--- src/rtl/dma_pkg.sv ---
// Shared types and constants for the DMA burst engine and its burst buffer.
package dma_pkg;

    typedef enum logic [3:0] {
        S_IDLE,
        S_LOAD_BASE,
        S_DESC_AR,
        S_DESC_R,
        S_XFER_AR,
        S_XFER_R,
        S_XFER_AW,
        S_XFER_W,
        S_XFER_B,
        S_DONE
    } dma_state_e;

    typedef enum logic [3:0] {
        SEL_NONE = 4'd0,
        SEL_SRC  = 4'd1,
        SEL_DST  = 4'd2,
        SEL_LEN  = 4'd3,
        SEL_NEXT = 4'd4,
        SEL_EOC  = 4'd5
    } desc_sel_e;

    localparam int unsigned DESC_WORDS = 5;

    // Descriptor beat k (0-based) lands in register-block field k+1.
    function automatic desc_sel_e beat_sel(input logic [2:0] k);
        return desc_sel_e'(4'(k) + 4'd1);
    endfunction

endpackage

--- src/rtl/dma_burst_buf.sv ---
// Store-and-forward buffer for one burst: 2**LEN_W entries, separate write and read pointers.
module dma_burst_buf #(
    parameter int unsigned DATA_W = 32,
    parameter int unsigned LEN_W  = 4
) (
    input  logic              clk,
    input  logic              rst,
    input  logic              i_clear,
    input  logic              i_wr_en,
    input  logic [DATA_W-1:0] i_wr_data,
    input  logic              i_rd_en,
    output logic [DATA_W-1:0] o_rd_data,
    output logic [LEN_W-1:0]  o_wr_ptr,
    output logic [LEN_W-1:0]  o_rd_ptr
);
    localparam int unsigned DEPTH = 2**LEN_W;

    logic [DATA_W-1:0] r_mem [DEPTH];
    logic [LEN_W-1:0]  r_wr_ptr;
    logic [LEN_W-1:0]  r_rd_ptr;

    // Pointer update; clear has priority so a new burst always starts at entry 0.
    always_ff @(posedge clk or posedge rst) begin
        if (rst) begin
            r_wr_ptr <= '0;
            r_rd_ptr <= '0;
        end else if (i_clear) begin
            r_wr_ptr <= '0;
            r_rd_ptr <= '0;
        end else begin
            if (i_wr_en) r_wr_ptr <= r_wr_ptr + 1'b1;
            if (i_rd_en) r_rd_ptr <= r_rd_ptr + 1'b1;
        end
    end

    // Data storage; contents are don't-care until written so no reset.
    always_ff @(posedge clk) begin
        if (i_wr_en) r_mem[r_wr_ptr] <= i_wr_data;
    end

    assign o_rd_data = r_mem[r_rd_ptr];
    assign o_wr_ptr  = r_wr_ptr;
    assign o_rd_ptr  = r_rd_ptr;

endmodule

--- src/rtl/dma_burst_engine.sv ---
// DMA sequencing engine: loads descriptors into the register block over AXI read, then
// moves data in store-and-forward bursts, following descriptor chains until end-of-chain.
module dma_burst_engine
    import dma_pkg::*;
#(
    parameter int unsigned ADDR_W = 32,
    parameter int unsigned DATA_W = 32,
    parameter int unsigned LEN_W  = 4
) (
    input  logic              clk,
    input  logic              rst,
    input  logic              DMAEN,
    input  logic [ADDR_W-1:0] desc_base,
    input  logic              isDMA_en,
    input  logic [ADDR_W-1:0] SrcAddr_perBurst,
    input  logic [ADDR_W-1:0] DstAddr_perBurst,
    input  logic [LEN_W-1:0]  TransSize,
    input  logic              EOT,
    output logic [DATA_W-1:0] DESC_input,
    output logic [3:0]        sel,
    output logic              EOB,
    output logic              isTransferring,
    output logic              busy,
    output logic [ADDR_W-1:0] ARADDR,
    output logic [LEN_W-1:0]  ARLEN,
    output logic              ARVALID,
    input  logic              ARREADY,
    input  logic [DATA_W-1:0] RDATA,
    input  logic              RLAST,
    input  logic              RVALID,
    output logic              RREADY,
    output logic [ADDR_W-1:0] AWADDR,
    output logic [LEN_W-1:0]  AWLEN,
    output logic              AWVALID,
    input  logic              AWREADY,
    output logic [DATA_W-1:0] WDATA,
    output logic              WLAST,
    output logic              WVALID,
    input  logic              WREADY,
    input  logic              BVALID,
    output logic              BREADY
);
    dma_state_e        r_state;
    dma_state_e        w_next;
    logic              r_dmaen_q;
    logic [ADDR_W-1:0] r_base;
    logic [LEN_W-1:0]  r_len_q;
    logic              r_eot_q;
    logic              r_eoc_q;
    logic [2:0]        r_dbeat;

    logic              w_rise;
    logic              w_keep;
    logic              w_desc_last;
    logic              w_buf_wr;
    logic              w_buf_rd;
    logic              w_buf_clr;
    logic [DATA_W-1:0] w_rd_data;
    logic [LEN_W-1:0]  w_wr_ptr;
    logic [LEN_W-1:0]  w_rd_ptr;

    assign w_rise      = DMAEN & ~r_dmaen_q;
    assign w_keep      = DMAEN & isDMA_en;
    assign w_desc_last = (r_dbeat == 3'(DESC_WORDS - 1));
    assign w_buf_wr    = (r_state == S_XFER_R) & RVALID;
    assign w_buf_rd    = (r_state == S_XFER_W) & WREADY;
    assign w_buf_clr   = ((r_state == S_XFER_B) & BVALID) | (r_state == S_IDLE);

    dma_burst_buf #(
        .DATA_W (DATA_W),
        .LEN_W  (LEN_W)
    ) u_buf (
        .clk       (clk),
        .rst       (rst),
        .i_clear   (w_buf_clr),
        .i_wr_en   (w_buf_wr),
        .i_wr_data (RDATA),
        .i_rd_en   (w_buf_rd),
        .o_rd_data (w_rd_data),
        .o_wr_ptr  (w_wr_ptr),
        .o_rd_ptr  (w_rd_ptr)
    );

    // State register.
    always_ff @(posedge clk or posedge rst) begin
        if (rst) r_state <= S_IDLE;
        else     r_state <= w_next;
    end

    // Next-state logic; enable loss is honoured only at burst/descriptor boundaries.
    always_comb begin
        w_next = r_state;
        case (r_state)
            S_IDLE:      if (w_rise) w_next = S_LOAD_BASE;
            S_LOAD_BASE: w_next = S_DESC_AR;
            S_DESC_AR:   if (ARREADY) w_next = S_DESC_R;
            S_DESC_R: begin
                if (RVALID) begin
                    if (w_desc_last) begin
                        if (!RLAST)      w_next = S_DONE;
                        else if (w_keep) w_next = S_XFER_AR;
                        else             w_next = S_IDLE;
                    end else if (RLAST) begin
                        w_next = S_DONE;
                    end
                end
            end
            S_XFER_AR:   if (ARREADY) w_next = S_XFER_R;
            S_XFER_R:    if (RVALID && RLAST) w_next = S_XFER_AW;
            S_XFER_AW:   if (AWREADY) w_next = S_XFER_W;
            S_XFER_W:    if (WREADY && WLAST) w_next = S_XFER_B;
            S_XFER_B: begin
                if (BVALID) begin
                    if (!w_keep)       w_next = S_IDLE;
                    else if (!r_eot_q) w_next = S_XFER_AR;
                    else if (!r_eoc_q) w_next = S_DESC_AR;
                    else               w_next = S_DONE;
                end
            end
            S_DONE:      if (!DMAEN) w_next = S_IDLE;
            default:     w_next = S_IDLE;
        endcase
    end

    // Datapath registers: enable edge detect, base address, burst length and flags.
    always_ff @(posedge clk or posedge rst) begin
        if (rst) begin
            r_dmaen_q <= 1'b0;
            r_base    <= '0;
            r_len_q   <= '0;
            r_eot_q   <= 1'b0;
            r_eoc_q   <= 1'b0;
            r_dbeat   <= '0;
        end else begin
            r_dmaen_q <= DMAEN;
            if (r_state == S_IDLE && w_rise) r_base <= desc_base;
            if (r_state == S_DESC_AR) r_dbeat <= '0;
            if (r_state == S_DESC_R && RVALID) begin
                r_dbeat <= r_dbeat + 3'd1;
                if (w_desc_last) r_eoc_q <= RDATA[0];
            end
            if (r_state == S_XFER_AR && ARREADY) begin
                r_len_q <= TransSize;
                r_eot_q <= EOT;
            end
            // The write burst mirrors what actually arrived, even if RLAST disagrees with ARLEN.
            if (r_state == S_XFER_R && RVALID && RLAST) r_len_q <= w_wr_ptr;
        end
    end

    // Output decode from state; VALIDs depend only on state, never on READY.
    always_comb begin
        DESC_input     = '0;
        sel            = SEL_NONE;
        EOB            = 1'b0;
        isTransferring = 1'b0;
        busy           = (r_state != S_IDLE);
        ARADDR         = '0;
        ARLEN          = '0;
        ARVALID        = 1'b0;
        RREADY         = 1'b0;
        AWADDR         = '0;
        AWLEN          = '0;
        AWVALID        = 1'b0;
        WDATA          = '0;
        WLAST          = 1'b0;
        WVALID         = 1'b0;
        BREADY         = 1'b0;
        case (r_state)
            S_LOAD_BASE: begin
                sel        = SEL_NEXT;
                DESC_input = r_base;
            end
            S_DESC_AR: begin
                ARVALID = 1'b1;
                ARADDR  = SrcAddr_perBurst;
                ARLEN   = LEN_W'(DESC_WORDS - 1);
            end
            S_DESC_R: begin
                RREADY = 1'b1;
                if (RVALID) begin
                    DESC_input = RDATA;
                    sel        = beat_sel(r_dbeat);
                end
            end
            S_XFER_AR: begin
                isTransferring = 1'b1;
                ARVALID        = 1'b1;
                ARADDR         = SrcAddr_perBurst;
                ARLEN          = TransSize;
            end
            S_XFER_R: begin
                isTransferring = 1'b1;
                RREADY         = 1'b1;
            end
            S_XFER_AW: begin
                isTransferring = 1'b1;
                AWVALID        = 1'b1;
                AWADDR         = DstAddr_perBurst;
                AWLEN          = r_len_q;
            end
            S_XFER_W: begin
                isTransferring = 1'b1;
                WVALID         = 1'b1;
                WDATA          = w_rd_data;
                WLAST          = (w_rd_ptr == r_len_q);
            end
            S_XFER_B: begin
                isTransferring = 1'b1;
                BREADY         = 1'b1;
                EOB            = BVALID;
            end
            default: ;
        endcase
    end

endmodule

--- config.mk ---
export PLATFORM = sky130hd
export DESIGN_NAME = dma_burst_engine
export DESIGN_NICKNAME = d
export VERILOG_FILES = /design/src/rtl/dma_pkg.sv /design/src/rtl/dma_burst_buf.sv /design/src/rtl/dma_burst_engine.sv
export SDC_FILE = /design/constraint.sdc
export NUM_CORES = 1
export LEC_CHECK = 0
export CAP_MARGIN = 20
export CORE_AREA = 2 2 213 215
export CTS_BUF_LIST = sky130_fd_sc_hd__clkbuf_4
export DETAILED_ROUTE_END_ITERATION = 10
export DIE_AREA = 0 0 215 217
export GPL_TIMING_DRIVEN = 0
export PLACE_DENSITY = 0.81
export SETUP_SLACK_MARGIN = 0.2
export SLEW_MARGIN = 10
export SYNTH_ARGS = -nofsm -noshare
export SYNTH_HDL_FRONTEND = slang
export SYNTH_HIERARCHICAL = 1
export SYNTH_SLANG_ARGS = --single-unit
--- constraint.sdc ---
create_clock -name clk -period 3 [get_ports clk]
set_clock_uncertainty 0.15 [all_clocks]
set_input_delay 0.9 -clock clk [delete_from_list [all_inputs] [get_ports clk]]
set_output_delay 0.9 -clock clk [all_outputs]
set_load 0.01 [all_outputs]
==> impl_metrics.csv, run 1 <==
group,metric,value,unit
outcome,status,"finished with violations",
outcome,violations,"negative setup slack",
worst_setup_path,path_class,"flip-flop to output port",
worst_setup_path,required,1.95,ns
sta,fmax,237.0,MHz
global_route,grt_max_degree,47,
floorplan,die_h,217,um
clocking,cts_tree,"done",
global_route,grt_pass1_wl,113.3,mm
clocking,numClockSinks,566,
sta,setup_tns,-146.76,ns
worst_setup_path,cp.arrival,3.17,ns
logic_synthesis,synth-seq-area-share,72.94,%
clocking,cts_buffers,142,
logic_synthesis,synth_common_cells,"edfxtp_1, mux4_2, and2_1",
final_layout,design_area,33000,um^2
drt,post-route-drc-count,0,
floorplan,dieArea,46660,um^2
logic_synthesis,netlist_instances,1203,
sta,relSlewSlack,29.88,%
final_layout,drive_above_1_share,53.33,%
final_layout,stdcell_count,2598,
global_route,overflow,0,
logic_synthesis,synth_area_leader_cell,"edfxtp_1",
drt,drt-pass1-iter-count,5,
place,port_buffers,291,
sta,setup_viol_count_final,160,
sta,min_period,4.220,ns
logic_synthesis,synth_area_per_cell,19.06,um^2
pwr,power_leakage,12.11,nW
pwr,powerDensity,714.4,nW/um^2
clocking,cts_buffer_depth,3,
worst_setup_path,worstSetupStartpointType,"flip-flop",
logic_synthesis,yosysWarnings,6,
final_layout,area_growth,43.90,%
sta,worst_slack,-1.220,ns
clocking,clk_transition_reported_paths,0.07,ns
worst_setup_path,endpoint_kind,"output port",
drt,vias,16560,
global_route,grt_pass1_vias,16870,
floorplan,die_x,215,um
drt,avgRoutedWirePerCell,33.33,um
logic_synthesis,synth_edf_count,512,
floorplan,io_pins,292,
place,routabilityCongestion,0.8576,
place,dpl.cell_count,2094,
logic_synthesis,syn_nets,1353,
worst_setup_path,crit_top_cell,"and2_1",
logic_synthesis,synth.area.top_cells,"edfxtp_1, mux4_2, dfrtp_1",
logic_synthesis,ys_types,49,
sta,drv_slew,0,
global_route,antenna_found_initial,2,
worst_setup_path,slowest_stage,"dfrtp_1",
clocking,h-tree-depth,4,
sta,timing.final.crit_share,140.7,%
worst_setup_path,max_stage_delay,0.63,ns
logic_synthesis,synth_ff_type,"edfxtp_1",
place,dpl_cell_area,26620,um^2
logic_synthesis,syn-cell-area,22930,um^2
worst_setup_path,path_delay_family,"buffers and inverters",
clocking,cts-root-buf,"clkbuf_4",
place,dpl.hpwl,37.19,mm
floorplan,start_util,51.30,%
sta,rsz0062_at_grt,"true",
sta,finalHoldViolCount,0,
drt,antenna_left,0,
pwr,peakVddDrop,0.7502,mV
worst_setup_path,path_max_fanout,10,
logic_synthesis,yosysMostFrequentCell,"edfxtp_1",
drt,drt_iter0_drc,2368,
worst_setup_path,worstPathCellList,"and2_1, clkbuf_1, clkbuf_2, a22oi_1, nand2_1, and2_1, buf_2",
logic_synthesis,synthArstFlopShare,9.541,%
clocking,clock_latency,0.90,ns
logic_synthesis,ys_seq_elements,566,
final_layout,nets,2053,
drt,wl,86.60,mm
clocking,ctsHoldBuffers,0,
flow_run,cap_viol_max_count,0,
worst_setup_path,path_buf_inv,3,
floorplan,rows,78,
drt,post_drt_via_cell_ratio,6.372,
logic_synthesis,synth_top_area_share,67.05,%
global_route,grt_usage,34.48,%
sta,worst_pin_slew,1.037,ns
floorplan,coreArea,44700,um^2
worst_hold_path,hold_path.class,"input port to async pin",
==> flip-flops by register name (all words and copies together), names as in the netlist <==
register / cells
u_buf/r_mem: 512
r_len_q: 4
r_dbeat: 3
r_eot_q: 1
r_eoc_q: 1
r_state: 4
r_base: 32
u_buf/o_wr_ptr: 4
u_buf/o_rd_ptr: 4
r_dmaen_q: 1
==> worst reg2reg max path, cell delays in order (launching register included) <==
cell,delay [ns]
dfrtp_1,0.42
buf_6,0.15
buf_6,0.11
buf_6,0.10
buf_6,0.11
buf_12,0.12
buf_6,0.11
buf_6,0.10
buf_8,0.11
nor4b_4,0.27
buf_4,0.21
nand2_4,0.08
buf_6,0.12
buf_6,0.10
buf_6,0.10
buf_6,0.10
buf_6,0.10
buf_6,0.11
buf_6,0.10
buf_6,0.10
buf_6,0.10
buf_6,0.11
buf_6,0.11
buf_6,0.11
buf_6,0.11
nand2_4,0.07
buf_12,0.16
nor2_4,0.04
==> final cells by class <==
| cell class | count | area (um^2) |
|---|---|---|
| Tap cell | 600 | 750.7 |
| Antenna cell | 1 | 2.502 |
| Multi-Input combinational cell | 570 | 6782 |
| Buffer | 73 | 849.6 |
| Clock buffer | 204 | 1531 |
| Clock inverter | 34 | 269.0 |
| Sequential cell | 566 | 16730 |
| Fill cell | 2450 | 11700 |
| Timing Repair Buffer | 540 | 6043 |
| Inverter | 10 | 40.04 |
==> metal layers <==
layer	share of wire [%]	vias to the layer above	global-route usage [%]	wire [um]
met1	30	8125	39.70	26300
met5	0	-	0	0
met3	13	443	10.51	11510
met4	8.7	0	21.72	7532
li1	-	6320	-	-
met2	48	1667	56.87	41260
==> cell families (layout without fill, tap and decap cells) <==
kind of cell / after synthesis / in the layout / share of synthesized area (%)
flip-flops: 566 / 566 / 72.94
AND/OR/NAND/NOR: 247 / 263 / 6.046
multiplexers: 171 / 171 / 14.66
AO/OA/AOI/OAI: 117 / 117 / 3.738
buffers and inverters: 83 / 861 / 1.779
XOR/XNOR: 12 / 12 / 0.4584
adder cells (fa/ha/maj): 7 / 7 / 0.3819
other: 0 / 1 / 0
==> final timing paths <==
kind / slack [ns] / start / cells past startpoint / endpoint
max: -1.22 / u_buf/o_rd_ptr[2]$_DFFE_PP0P_ / 7 / WDATA[29]
min: 0.26 / rst / 2 / u_buf/o_rd_ptr[3]$_DFFE_PP0P_
max reg2reg: -0.82 / r_state[0]$_DFFE_PP0P_ / 27 / u_buf/o_wr_ptr[3]$_DFFE_PP0P_
min reg2reg: 0.35 / r_base[3]$_DFFE_PP0P_ / 1 / r_base[3]$_DFFE_PP0P_
max in group asynchronous: 1.73 / rst / 2 / r_base[5]$_DFFE_PP0P_
min in group clk: 0.35 / r_base[3]$_DFFE_PP0P_ / 1 / r_base[3]$_DFFE_PP0P_
==> what timing repair did <==
| item | in CTS | in global routing |
|---|---|---|
| endpoints found under the setup margin | 661 | 699 |
| gates resized for setup | 996 | 254 |
| gates cloned | 29 | 1 |
| setup buffers | 176 | 59 |
| hold endpoints to repair | 0 | 0 |
| pin swaps | 81 | 84 |
==> through the flow <==
stage	worst slack (ns)	hold slack (ns)	power, mW	util (%)
floorplan	0.2092	0.3151	11.45	-
global route	-1.260	0.2537	24.19	73.82
detailed placement	-1.523	0.3366	13.35	59.55
finish	-1.220	0.2598	23.57	73.82
CTS	-1.140	0.2095	21.68	70.73
global placement	-1.527	0.3259	13.26	59.54
==> cell usage in the layout (no fill, tap or decap), drive strengths merged, types with 23 or more instances in the layout <==
cell / Yosys / final
dfrtp: 54 / 54
clkbuf: 40 / 236
edfxtp: 512 / 512
mux2: 35 / 35
clkdlybuf4s50: 0 / 144
a22oi: 64 / 64
clkinv: 0 / 23
and2: 120 / 136
a22o: 24 / 24
buf: 33 / 432
mux4: 128 / 128
nor2: 32 / 32
nand2: 47 / 47
==> power breakdown <==
part / internal, mW / switching [mW]
Clock: 3.54 / 3.29
Combinational: 4.15 / 3.44
Sequential: 8.89 / 0.264
Total: 16.6 / 6.99
Power figures use the tool's default switching activity.
==> run 2: changes to the inputs <==
Settings changed: CORE_AREA 2 2 213 215 to 2 2 204 206, DIE_AREA 0 0 215 217 to 0 0 206 208, HOLD_SLACK_MARGIN from default to 0.03, PLACE_DENSITY 0.81 to 0.84.
Clock period 3 ns to 4 ns, I/O delays scaled along.
==> impl_metrics.csv, run 2 (synthesis results as in run 1) <==
group,metric,value,unit
outcome,status,"finished with violations",
outcome,violations,"negative setup slack",
drt,vias,15850,
final_layout,register_area,16730,um^2
clocking,h-tree-depth,4,
pwr,powerDensity,538.4,nW/um^2
clocking,cts_buffer_depth,3,
pwr,peakVddDrop,0.4261,mV
global_route,overflow,0,
floorplan,die_h,208,um
flow_run,cap_viol_max_count,0,
place,port_buffers,291,
global_route,grt_pass1_vias,15900,
final_layout,multiInputGateArea,6370,um^2
global_route,grt_max_degree,31,
final_layout,stdcell_count,2411,
final_layout,final_common_cell,"edfxtp_1",
sta,drv_slew,0,
worst_setup_path,cp.arrival,3.09,ns
sta,setup_viol_count_final,37,
final_layout,layout_common_cells,"edfxtp_1, clkbuf_4, mux4_2",
worst_setup_path,required,2.65,ns
place,dpl.cell_count,2044,
sta,timing.final.crit_share,111.0,%
drt,post_drt_via_cell_ratio,6.572,
sta,fmax,225.2,MHz
drt,post-route-drc-count,0,
sta,min_period,4.441,ns
floorplan,io_pins,292,
global_route,grt_pass1_wl,102.9,mm
pwr,power,16.68,mW
final_layout,nFillCells,2089,
worst_hold_path,holdCritStartpoint,"r_base[4]$_DFFE_PP0P_",
final_layout,top_register,"u_buf/r_mem",
pwr,power_leakage,11.37,nW
final_layout,area_growth,35.12,%
clocking,numClockSinks,566,
final_layout,fin_util,76.40,%
floorplan,start_util,56.54,%
clocking,cts_buffers,139,
clocking,clock_latency,0.83,ns
drt,drt_iter0_drc,2399,
final_layout,biggestRegsByFlops,"u_buf/r_mem: 512 flops, r_base: 32 flops",
worst_setup_path,path_class,"flip-flop to output port",
final_layout,nets,1923,
global_route,antenna_found_initial,3,
worst_setup_path,worstSetupStartpointType,"flip-flop",
sta,worst_pin_slew,0.8435,ns
drt,wl,78.19,mm
place,dpl.hpwl,41.04,mm
clocking,cts-root-buf,"clkbuf_4",
floorplan,dieArea,42850,um^2
worst_setup_path,path_max_fanout,6,
sta,worst_slack,-0.4415,ns
final_layout,design_area,30980,um^2
final_layout,largest_register_ffs,512,
sta,hold_ws,0.3492,ns
worst_hold_path,hold_path.class,"flip-flop to flip-flop",
floorplan,rows,74,
worst_setup_path,r2r_start,"r_state[1]$_DFFE_PP0P_",
drt,avgRoutedWirePerCell,32.43,um
place,routabilityCongestion,0.9038,
clocking,cts_tree,"done",
drt,drt-pass1-iter-count,5,
place,dpl_cell_area,26910,um^2
worst_setup_path,crit_start,"u_buf/o_rd_ptr[0]$_DFFE_PP0P_",
drt,antenna_left,0,
clocking,clk_transition_reported_paths,0.06,ns
floorplan,coreArea,40550,um^2
floorplan,die_x,206,um
sta,finalHoldViolCount,0,
global_route,grt_usage,34.13,%
sta,rsz0062_at_grt,"true",
worst_setup_path,endpoint_kind,"output port",
final_layout,drive_above_1_share,47.47,%
sta,relSlewSlack,43.77,%
## run 2: repair_timing
action | CTS | global route
hold buffers | 0 | 0
pin swaps | 75 | 67
setup buffers | 64 | 42
gates resized for setup | 752 | 273
setup endpoints to repair | 148 | 132
cloned | 7 | 7
## run 2: per-layer routing
layer | share of wire, % | wire, um | vias up | global-route usage (%)
met5 | 0 | 0 | - | 0
met4 | 6.9 | 5421 | 0 | 19.41
met3 | 12 | 9373 | 349 | 8.866
met2 | 51 | 40020 | 1666 | 57.82
met1 | 30 | 23370 | 7790 | 39.34
li1 | - | - | 6040 | -
## run 2: worst paths after layout
path,end,slack (ns),cells after the start
worst max-delay path,WDATA[28],-0.44,10
worst min-delay path,r_base[4]$_DFFE_PP0P_,0.35,1
worst max register to register,u_buf/r_mem[3][24]$_DFFE_PP_,0.48,9
worst min register to register,r_base[4]$_DFFE_PP0P_,0.35,1
max in group asynchronous,r_base[25]$_DFFE_PP0P_,2.43,3
min in group asynchronous,u_buf/o_rd_ptr[1]$_DFFE_PP0P_,0.59,2
## run 2: report_power, final
group,total [mW],leakage [nW],internal [mW],switching (mW)
clock,5.08,1.09,2.66,2.42
sequential,6.84,5.28,6.67,0.171
combinational,4.76,5.00,2.55,2.22
## run 2: critical path, cell delays in order (launching register included)
cell and delay [ns]:
dfrtp_2 0.44, buf_8 0.15, buf_16 0.14, buf_4 0.15, buf_16 0.14, buf_4 0.13, mux4_2 0.44, a22oi_2 0.20
nand2_1 0.15, and2_4 0.17, buf_4 0.15
## run 2: final cells by class
class / instances / share of cell area, %
multi-input combinational: 554 / 20.56
clock buffer: 211 / 5.112
sequential: 566 / 53.99
clock inverter: 32 / 0.7390
timing repair buffer: 429 / 14.46
inverter: 10 / 0.1211
buffer: 73 / 2.831
tap: 532 / 2.148
antenna: 4 / 0.03230
## run 2: stage by stage
| step | setup slack (ns) | TNS, ns |
|---|---|---|
| finish | -0.4415 | -9.049 |
| global route | -0.4605 | -11.04 |
| CTS | -0.3264 | -7.501 |
| detailed placement | -0.9329 | -30.76 |
| global placement | -1.312 | -373.79 |
| floorplan | 0.7245 | 0 |
==> run 3: changes to the inputs <==
Settings changed: CORE_AREA 2 2 204 206 to 2 2 183 230, DIE_AREA 0 0 206 208 to 0 0 185 232, RECOVER_POWER from default to 100.
==> impl_metrics.csv, run 3 (synthesis results as in run 1) <==
group,metric,value,unit
outcome,status,"finished with violations",
outcome,violations,"max-capacitance violations, max-slew violations, negative setup slack",
floorplan,coreArea,40710,um^2
worst_setup_path,r2r_start,"r_state[1]$_DFFE_PP0P_",
global_route,grt_pass1_vias,16180,
place,routabilityCongestion,0.8587,
final_layout,biggestRegsByFlops,"u_buf/r_mem: 512 flops, r_base: 32 flops",
final_layout,nets,1941,
sta,fmax,225.3,MHz
drt,avgRoutedWirePerCell,31.37,um
clocking,cts-root-buf,"clkbuf_4",
global_route,grt_max_degree,28,
sta,setup_viol_count_final,108,
clocking,cts_tree,"done",
drt,wl,76.70,mm
worst_hold_path,hold_path.class,"flip-flop to flip-flop",
place,dpl.hpwl,41.87,mm
sta,rsz0062_at_grt,"true",
pwr,power_leakage,11.34,nW
floorplan,die_x,185,um
drt,drt_iter0_drc,1981,
clocking,cts_buffer_depth,3,
floorplan,io_pins,292,
sta,worst_slack,-0.4392,ns
drt,vias,15610,
global_route,gr-usage-met1,39.59,%
worst_setup_path,cp.arrival,3.09,ns
global_route,overflow,0,
sta,timing.final.crit_share,111.0,%
sta,min_period,4.439,ns
floorplan,start_util,56.33,%
worst_setup_path,endpoint_kind,"output port",
worst_setup_path,path_buf_inv,6,
global_route,gr-usage-met2,59.30,%
final_layout,top_register,"u_buf/r_mem",
drt,drt-pass1-iter-count,7,
final_layout,nFillCells,2126,
floorplan,die_h,232,um
global_route,grt_usage,34.72,%
clocking,numClockSinks,566,
drt,post-route-drc-count,0,
sta,finalHoldViolCount,0,
final_layout,area_growth,35.49,%
worst_setup_path,path_max_fanout,7,
clocking,clk_transition_reported_paths,0.07,ns
final_layout,layout_common_cells,"edfxtp_1, clkbuf_4, mux4_2",
global_route,grt_pass1_wl,104.0,mm
floorplan,rows,83,
final_layout,register_area,16730,um^2
global_route,antenna_found_initial,4,
worst_setup_path,worstSetupStartpointType,"flip-flop",
worst_hold_path,holdCritStartpoint,"r_base[16]$_DFFE_PP0P_",
floorplan,dieArea,42920,um^2
flow_run,cap_viol_max_count,1,
final_layout,largest_register_ffs,512,
worst_setup_path,crit_start,"u_buf/o_rd_ptr[0]$_DFFE_PP0P_",
worst_setup_path,ff2ff_setup_slack,-0.02,ns
sta,relSlewSlack,-22.68,%
pwr,peakVddDrop,0.3526,mV
final_layout,final_common_cell,"edfxtp_1",
worst_setup_path,path_delay_family,"buffers and inverters",
final_layout,drive_above_1_share,45.45,%
worst_setup_path,worstPathCellList,"buf_8, buf_12, buf_16, buf_12, buf_12, mux4_2, a22oi_2, nand2_1, and2_4, buf_6",
worst_setup_path,required,2.65,ns
worst_setup_path,max_stage_delay,0.56,ns
pwr,power,17.06,mW
clocking,cts_buffers,134,
worst_setup_path,crit_top_cell,"buf_12",
sta,worst_pin_slew,1.840,ns
global_route,met3_usage,7.450,%
drt,post_drt_via_cell_ratio,6.384,
worst_setup_path,slowest_stage,"mux4_2",
place,port_buffers,291,
sta,drv_slew,28,
pwr,powerDensity,549.1,nW/um^2
clocking,h-tree-depth,4,
place,dpl_cell_area,26970,um^2
clocking,ctsHoldBuffers,0,
global_route,busiest_layer,"met2",
final_layout,design_area,31070,um^2
drt,antenna_left,0,
worst_setup_path,path_class,"flip-flop to output port",
final_layout,multiInputGateArea,6387,um^2
clocking,clock_latency,0.86,ns
run 3: cell types whose count changed in the layout (fill, tap and decap cells not counted), moves of 12 or more:
cell             before  now
dlygate4sd3_1         0   31
clkbuf_2             38   21
clkbuf_1              4   20
and2_1               37   52
buf_2                49   64
clkbuf_4            221  207
clkdlybuf4s50_1     122  109
dlygate4sd2_1        26   14
run 3: power breakdown:
group	switching, mW	internal, mW
Sequential	0.188	6.67
Clock	2.42	2.82
Combinational	2.25	2.71
run 3: final cells by class:
cell class / instances / area share [%]
repair buffers: 452 / 14.64
inverters: 10 / 0.1208
multi-input cells: 554 / 20.56
well taps: 552 / 2.223
clock buffers: 187 / 4.519
flip-flops and latches: 566 / 53.84
diodes: 3 / 0.02416
plain buffers: 73 / 2.594
clock inverters: 48 / 1.474
run 3: worst paths after layout:
check,cells past startpoint,to
worst max-delay path,10,WDATA[3]
worst max register to register,10,u_buf/r_mem[10][25]$_DFFE_PP_
worst min register to register,1,r_base[16]$_DFFE_PP0P_
min in group asynchronous,2,u_buf/o_rd_ptr[3]$_DFFE_PP0P_
worst min-delay path,1,r_base[16]$_DFFE_PP0P_
max in group asynchronous,3,r_state[2]$_DFFE_PP0P_
run 3: metal layers:
| layer | wire [um] | vias to the layer above | share of wire [%] |
|---|---|---|---|
| met2 | 39330 | 1444 | 51 |
| met5 | 0 | - | 0 |
| li1 | - | 6076 | - |
| met1 | 24070 | 7744 | 31 |
| met4 | 5528 | 0 | 7.2 |
| met3 | 7776 | 344 | 10 |
run 3: through the flow:
step	TNS [ns]	instances	hold WS, ns	utilization (%)	setup slack (ns)
final	-21.28	2445	0.3504	76.32	-0.4392
after global routing	-39.25	2445	0.3658	76.32	-0.4625
after global placement	-388.84	2046	0.3244	65.18	-0.9096
after floorplan	0	1203	0.3151	-	0.7245
after detailed placement	-31.40	2064	0.3354	66.24	-0.8909
after CTS	-12.83	2394	0.3541	75.06	-0.4101
run 3: repair_timing:
action / in CTS / in global routing
pin swaps: 66 / 46
gates cloned: 10 / 2
gates resized for setup: 856 / 156
setup buffers: 85 / 46
endpoints found under the setup margin: 149 / 127
